### config.mk
export PLATFORM = sky130hd
export DESIGN_NAME = reg_stack_loader
export DESIGN_NICKNAME = d
export VERILOG_FILES = /design/src/rtl/reg_stack_loader.sv
export SDC_FILE = /design/constraint.sdc
export NUM_CORES = 1
export LEC_CHECK = 0
export BUFFER_PORTS_ARGS = -buffer_cell sky130_fd_sc_hd__clkbuf_2
export CORE_AREA = 4 4 115 90
export DETAILED_ROUTE_END_ITERATION = 10
export DIE_AREA = 0 0 119 94
export PLACE_DENSITY = 0.73
export SETUP_SLACK_MARGIN = 0.02
export SYNTH_ARGS = -nofsm -noshare
export SYNTH_HDL_FRONTEND = slang
export SYNTH_SLANG_ARGS = --single-unit
export TNS_END_PERCENT = 5
### constraint.sdc
create_clock -name CLK -period 1.9 [get_ports CLK]
set_input_delay 0.095 -clock CLK [delete_from_list [all_inputs] [get_ports CLK]]
set_output_delay 0.095 -clock CLK [all_outputs]
set_load 0.03 [all_outputs]
### src/rtl/reg_stack_loader.sv
// Push-button front end for the register stack: debounced buttons enter hex digits
// into a preview word and commit it as a single-cycle register write.

module reg_stack_loader_db #(
    parameter int DEBOUNCE_CYCLES = 20
) (
    input  logic CLK,
    input  logic Reset,
    input  logic raw,
    output logic evt
);
    localparam int CW = $clog2(DEBOUNCE_CYCLES + 1);

    logic          s1, s2, lvl, lvl_q;
    logic [CW-1:0] cnt;

    always_ff @(posedge CLK or negedge Reset) begin
        if (!Reset) begin
            s1    <= 1'b0;
            s2    <= 1'b0;
            lvl   <= 1'b0;
            lvl_q <= 1'b0;
            cnt   <= '0;
        end else begin
            s1    <= raw;
            s2    <= s1;
            lvl_q <= lvl;
            // Count consecutive samples that disagree with the accepted level.
            if (s2 != lvl) begin
                if (cnt == CW'(DEBOUNCE_CYCLES - 1)) begin
                    lvl <= s2;
                    cnt <= '0;
                end else begin
                    cnt <= cnt + CW'(1);
                end
            end else begin
                cnt <= '0;
            end
        end
    end

    assign evt = lvl & ~lvl_q;
endmodule

module reg_stack_loader #(
    parameter int DEBOUNCE_CYCLES = 20,
    parameter bit SKIP_ZERO       = 1'b1
) (
    input  logic        CLK,
    input  logic        Reset,
    input  logic        Btn_Digit,
    input  logic        Btn_Commit,
    input  logic        Btn_Addr,
    input  logic [3:0]  Nibble,
    input  logic [4:0]  Start_Addr,
    output logic [31:0] Preview,
    output logic [3:0]  Digit_Cnt,
    output logic [4:0]  W_Addr,
    output logic [31:0] W_Data,
    output logic        Write_Reg,
    output logic        Busy
);
    typedef enum logic [1:0] {ENTRY, SETUP, STROBE, HOLD} state_t;

    state_t      state, state_n;
    logic [2:0]  btn_raw, btn_evt;
    logic [31:0] preview_n, wdata_n;
    logic [3:0]  cnt_n;
    logic [4:0]  waddr_n, waddr_plus, waddr_inc;

    assign btn_raw = {Btn_Addr, Btn_Commit, Btn_Digit};

    reg_stack_loader_db #(.DEBOUNCE_CYCLES(DEBOUNCE_CYCLES)) u_db [2:0] (
        .CLK   (CLK),
        .Reset (Reset),
        .raw   (btn_raw),
        .evt   (btn_evt)
    );

    assign waddr_plus = W_Addr + 5'd1;
    assign waddr_inc  = (SKIP_ZERO && waddr_plus == 5'd0) ? 5'd1 : waddr_plus;

    always_ff @(posedge CLK or negedge Reset) begin
        if (!Reset) begin
            state     <= ENTRY;
            Preview   <= '0;
            Digit_Cnt <= '0;
            W_Addr    <= '0;
            W_Data    <= '0;
        end else begin
            state     <= state_n;
            Preview   <= preview_n;
            Digit_Cnt <= cnt_n;
            W_Addr    <= waddr_n;
            W_Data    <= wdata_n;
        end
    end

    always_comb begin
        state_n   = state;
        preview_n = Preview;
        cnt_n     = Digit_Cnt;
        waddr_n   = W_Addr;
        wdata_n   = W_Data;
        Write_Reg = 1'b0;
        Busy      = 1'b1;
        case (state)
            ENTRY: begin
                Busy = 1'b0;
                // Priority Addr > Commit > Digit; losers are dropped.
                if (btn_evt[2]) begin
                    waddr_n   = Start_Addr;
                    preview_n = '0;
                    cnt_n     = '0;
                end else if (btn_evt[1]) begin
                    if (Digit_Cnt != 4'd0) begin
                        wdata_n = Preview;
                        state_n = SETUP;
                    end
                end else if (btn_evt[0]) begin
                    preview_n = {Preview[27:0], Nibble};
                    if (Digit_Cnt != 4'd8) cnt_n = Digit_Cnt + 4'd1;
                end
            end
            SETUP:  state_n = STROBE;
            STROBE: begin
                Write_Reg = 1'b1;
                state_n   = HOLD;
            end
            HOLD: begin
                state_n   = ENTRY;
                preview_n = '0;
                cnt_n     = '0;
                waddr_n   = waddr_inc;
            end
            default: state_n = ENTRY;
        endcase
    end
endmodule

Word-level counts from Yosys, hierarchy flattened:

Cells that the tools add are included.

* input port bits: 14
* bits in registers: 102
* logic and storage cells: 85
* output and inout port bits: 75

* eq/ne operators: 17
* bitwise logic cells: 7
* $add $sub $neg: 5
* reduce and logical (&&, ||, !) cells: 12
* muxes and demuxes: 24

Operator list (number)
* $mux 32: 3
* $pmux 32 s2: 1
* $mux 5: 8
* $add 5x1->5 const B: 4
* $mux 4: 4
* $eq 5x5->1 const B: 3
* $pmux 5 s2: 1
* $pmux 2 s4: 1
* $pmux 4 s2: 1
* $reduce_and 2->1: 4
* $reduce_and 4->1: 2
* $mux 2: 3
* $ne 3x2->1 const B: 2
* $reduce_and 3->1: 2
* $logic_not 5->1: 1
* $add 4x1->4 const B: 1
* $eq 2x2->1 const B: 2
* $ne 2x1->1 const B: 2
* $ne 2x2->1 const B: 2
* $ne 4x4->1 const B: 1
* $not 1->1: 4
* $reduce_bool 4->1: 1
* $and 1x1->1: 3
* $ne 1x1->1: 3
* 5 further kinds: 6

Longest topological paths before layout:

* depth in word-level cells: 6
* depth in mapped cells: 7
* gate-level depth less buffers: 6

By module:

A second synthesis with hierarchy kept.

* cell total of the unflattened synthesis: 363
* area, all modules: 4247.8 um2

By module, submodules not included
* reg_stack_loader: seq. area each 1876.8 um2, instances 1, area an instance 3185.6 um2, cells each 285
* reg_stack_loader_db: seq. area each 225.2 um2, instances 3, area an instance 354.1 um2, cells each 26

Least setup slack after synthesis:

OpenSTA, ideal clock, no wires.

* kind: reg-to-reg
* start: register state[0]
* end: register Preview[14]
* setup slack: 0.011 ns
* path buffers: 1
* arrival time: 1.764 ns
* stages on the path, launching flop included: 8
* required time: 1.775 ns
* setup time: 0.125 ns
* period minus slack after synthesis: 1.889 ns
* cell sequence: dfrtp_1 -> inv_1 -> ha_1 -> inv_1 -> a311oi_4 -> nor2_2 -> buf_6 -> mux2_4

* cells in the longest elaborated chain, start to end: 3
* elaborated cells between the ends (all ways): 7
* those cells by class: eq/ne: 3; mux: 1; reduce/logical: 3

Ends and longest elaborated chain
* from (decl): line 65 `state_t state, state_n;`
* from (signal assigned): line 91 `state <= state_n;`
* $logic_not 2->1 or $eq 2x2->1 (tied branches): line 107 `case (state)`
* $ne 3x2->1 (no source line) (tied with other cells)
* $reduce_and 3->1 (no source line)
* to (signal assigned): line 92 `Preview <= preview_n;`
* to (decl): line 56 `output logic [31:0] Preview,`

Several ways; a longest one is shown, not always the timed one.
A chain may end at the register's enable or synchronous reset.

Worst setup path after layout:

* start: register Digit_Cnt[1]
* end: register W_Data[5]

* cells in the longest elaborated chain, start to end: 2

Ends and longest elaborated chain
* from (decl): line 57 `output logic [3:0] Digit_Cnt,`
* from (signal assigned): line 93 `Digit_Cnt <= cnt_n;`
* $reduce_bool 4->1: line 116 `if (Digit_Cnt != 4'd0) begin`
* $reduce_and 4->1 (no source line)
* to (signal assigned): line 95 `W_Data <= wdata_n;`
* to (decl): line 59 `output logic [31:0] W_Data,`

Every way passes these cells.

==> run summary <==
The synthesis-stage register bit count was 102. The area of combinational cells with multiple inputs was 1723 um2; the part of the total power dissipated in sequential elements was 0.531. The run gives 3,083 as the number of global-route vias before repair. Between clock sinks in the finished design, the worst skew comes to 0.003737 ns. For this block, the initial DRC count from the detailed router was 240. The area share of xor/xnor cells in the synthesized design came out at 0.01193. The mapped netlist covers 4405 um2.

The maximum net fanout on the critical path was 32; the adder-cell share of the synthesized area was 0.02556. The fraction of power spent switching nets works out to 0.1998. The type of the worst setup path is flop to flop. Routability-driven placement finished with a final weighted congestion of 0.8768. After synthesis, the largest family of logic cells by area is multiplexers. The logs give 0.03180 ns for the setup slack at placement and 9348 um2 for the core area. The worst setup path is captured at a flop.

The tools report the cell at the root of the clock tree as clkbuf_16. The number of antenna diodes in the final layout is 0. The synthesized design contains 0 enable-type register cells.

The number of buffers added on ports came out at 88. Setup violations remaining at the end of the flow were counted as 0. The starting density of the core was 0.4713; the static leakage was 2.697 nW.

Data on the critical path is required at its endpoint by 2.13 ns. The first global-routing pass estimated 15.26 mm of wire. The clock transition at the register clock pins on the worst setup and hold paths after CTS is 0.06 ns, and the total number of clock tree sinks is 102. Summing over every cut layer, the via total after detailed routing is 3,164. Summed over all layers, the global routing overflow is 0.

The class of the tightest hold or removal check is primary input to flop. The first TritonRoute pass finished after 4 iterations. The tools report the worst-case headroom to the max-slew limit as 0.7254. The run finished with clean final reports. The post-synthesis area per instance is 11.84 um2. After technology mapping, the gate count stands at 372.

TritonCTS built the clock tree. The time the final worst path needs with I/O delays and setup was 1.721 ns. Clock tree synthesis inserted a total of 9 buffers.

The total of warnings raised by yosys came out at 0. The area of the die is 11,190 um2. The logs give 0.5811 GHz for the maximum achievable frequency and 2552 um2 for the footprint of the flip-flops and latches. The final cycle utilization of the critical path was 0.9057; the count of max-cap constraint violations was 0. The least setup slack across all paths after layout was 0.1791 ns; the post-synthesis sequential area ratio was 0.5794. Once placement finished, the instance area stood at 5076 um2. The filler cell count in the final layout came out at 774. The area share of and/or/nand/nor cells after synthesis is 0.09940. For the pin with the worst max-slew slack, the measured transition is 0.4089 ns.

In the final design database the tool counted 498 nets. For the depth of the CTS H-tree, the log shows 3. The complex-gate fraction of the synthesized area was 0.1213.

The relative contribution of combinational cells to total power was 0.029. The detail route stage leaves a number of antenna-violating nets equal to 0. Once the clock tree was built, the setup fixing pass inserted 0 buffers. The average via count per standard cell is 5.170, and the internal power is 3.329 mW. Once layout is done, the placed cells without fillers occupy 5479 um2. Setup repair after global routing left no endpoint under its margin.

The routed length per placed instance works out to 14.76 um. The run gives 0 as the number of hold violations in the final report. The logs give 0 for the final-report max-slew violation count and 0 for the residual DRC count.

The fraction of final layout cells with drive strength greater than 1 is 0.3563. The tools report the post-detailed-placement half-perimeter wirelength as 6.424 mm. The share of synthesized registers carrying an async set or reset was 1.000. Post-synth net total: 395. The logs give 9.032 mm for the total wire length after detailed routing and 0 for the initial antenna violation count. Synthesis instantiated 40 different standard cells from the library. During I/O placement, the number of pins put on the boundary was 89.

For this design the ratio of total power to cell area is 759.4 nW/um2. The post-synthesis mux area share came out at 0.1292. The die is 94 um tall.

After routing, the total negative slack on setup checks comes to 0 ns. The clock network fraction of total power is 0.440. For this run, the leading register cell type out of synthesis is dfrtp_1. The maximum resistive drop on vdd was 0.0005131 V; the number of standard-cell rows in the floorplan was 31. STA classifies the critical path startpoint as a flop. Entering global routing, the biggest net connects 46 pins.

For the worst setup path, the data arrival time is 1.95 ns. The die is 119 um wide. The global-route total usage across every layer was 0.1711. From synthesis to final layout, the design area changed by 24.37%.

The final cell utilization of the core was 0.5861; the total net switching power was 0.8313 mW. The run gives 0.34 ns as the clock latency reported for the late side of the worst-skew pair. No sink is reached through more buffers than the 2 on the longest clock path.
worst paths after layout:
kind | slack, ns | cells past startpoint | endpoint | startpoint
max | 0.18 | 7 | W_Data[5]$_DFFE_PN0P_ | Digit_Cnt[1]$_DFFE_PN0P_
min | 0.04 | 2 | W_Addr[4]$_DFFE_PN0P_ | Start_Addr[4]
max reg2reg | 0.18 | 7 | W_Data[5]$_DFFE_PN0P_ | Digit_Cnt[1]$_DFFE_PN0P_
min reg2reg | 0.35 | 0 | u_db[1].s2$_DFF_PN0_ | u_db[1].s1$_DFF_PN0_
max in group asynchronous | 1.10 | 3 | W_Data[12]$_DFFE_PN0P_ | Reset
min in group asynchronous | 0.23 | 2 | Preview[28]$_DFFE_PN0P_ | Reset
per-stage QoR:
stage / hold slack [ns] / instances / power (mW)
global placement: 0.04210 / 588 / 2.356
global route: 0.03636 / 612 / 4.326
floorplan: -0.2006 / 372 / 2.284
finish: 0.03850 / 612 / 4.161
CTS: 0.02631 / 612 / 4.217
detailed placement: 0.05169 / 588 / 2.360
critical path, cell delays in order, from the launching register on:
cell and delay (ns):
dfrtp_1 0.41, inv_1 0.10, ha_1 0.16, nor3b_2 0.18, nor2_1 0.06, nand2_1 0.10, buf_12 0.21, mux2_2 0.36
flip-flops by register name, indices dropped and copies added, names as in the netlist:
signal      cells
state           2
Digit_Cnt       4
W_Data         32
u_db.cnt       15
W_Addr          5
Preview        32
u_db.lvl        3
u_db.s1         3
u_db.s2         3
u_db.lvl_q      3
cells in the mapped netlist (2+ instances only):
library cell,instances,share of area
clkbuf_1,9,0.0077
a22oi_1,3,0.0051
o21ai_0,30,0.034
mux2_4,4,0.014
nand3_1,5,0.0057
nand2_1,36,0.031
dfrtp_1,102,0.58
nand3b_1,3,0.0051
o31ai_1,23,0.039
nor2b_1,4,0.0057
inv_1,15,0.013
nor3_1,10,0.011
mux2i_1,7,0.016
a31oi_1,5,0.0071
ha_1,9,0.026
a21oi_1,8,0.0091
o221a_2,2,0.0051
mux2_2,39,0.10
nand4_1,4,0.0057
nor2_1,14,0.012
nand2b_1,6,0.0085
xnor2_1,5,0.0099
nor3b_1,4,0.0068
buf_2,9,0.010
what timing repair did:
item	CTS	global route
endpoints found under the setup margin	0	60
endpoints found under the hold margin	33	0
hold buffers	8	0
gates resized for setup	0	6
placed cells by master, fill, tap and decap left out, types with 2 or more instances in the layout:
| cell type | instances |
|---|---|
| buf_12 | 3 |
| nand2b_1 | 6 |
| a31oi_1 | 5 |
| clkbuf_8 | 2 |
| clkbuf_16 | 9 |
| o21ai_0 | 30 |
| nor2_1 | 13 |
| ha_1 | 9 |
| a22oi_1 | 3 |
| mux2_2 | 39 |
| nor3_1 | 10 |
| xnor2_1 | 5 |
| o31ai_1 | 23 |
| nand2_1 | 36 |
| a21oi_1 | 7 |
| nand4_1 | 4 |
| dfrtp_1 | 102 |
| nor2b_1 | 4 |
| dlygate4sd3_1 | 8 |
| inv_1 | 14 |
| mux2_4 | 4 |
| buf_4 | 12 |
| nand3_1 | 5 |
| clkinv_2 | 3 |
| clkbuf_2 | 87 |
| o221a_2 | 2 |
| mux2i_1 | 7 |
| nor3b_1 | 3 |
| nand3b_1 | 3 |
final cells by class:
| class | count | share of cell area |
|---|---|---|
| Clock inverter | 4 | 0.008221 |
| Clock buffer | 12 | 0.04681 |
| Timing Repair Buffer | 111 | 0.1242 |
| Multi-Input combinational cell | 236 | 0.3145 |
| Inverter | 15 | 0.01028 |
| Sequential cell | 102 | 0.4659 |
| Tap cell | 132 | 0.03014 |
kinds of logic (layout without fill, tap and decap cells):
family	after synthesis	in the layout
multiplexers	50	50
AO/OA/AOI/OAI	80	80
adder cells (fa/ha/maj)	9	9
AND/OR/NAND/NOR	91	91
XOR/XNOR	6	6
flip-flops	102	102
buffers and inverters	34	142
metal layers:
| metal | track usage | up-vias | part of all wire |
|---|---|---|---|
| li1 | - | 1523 | - |
| met1 | 0.2374 | 1560 | 0.49 |
| met2 | 0.2553 | 70 | 0.44 |
| met3 | 0.05298 | 11 | 0.049 |
| met4 | 0.05979 | 0 | 0.012 |
| met5 | 0 | - | 0 |
power groups by stage:
stage	clock, mW	combinational, mW	sequential (mW)
global route	1.98	0.139	2.21
finish	1.83	0.119	2.21
floorplan	0	0.0361	2.25
CTS	1.88	0.124	2.21
global placement	0	0.107	2.25
detailed placement	0	0.110	2.25
Power figures use the tool's default switching activity.
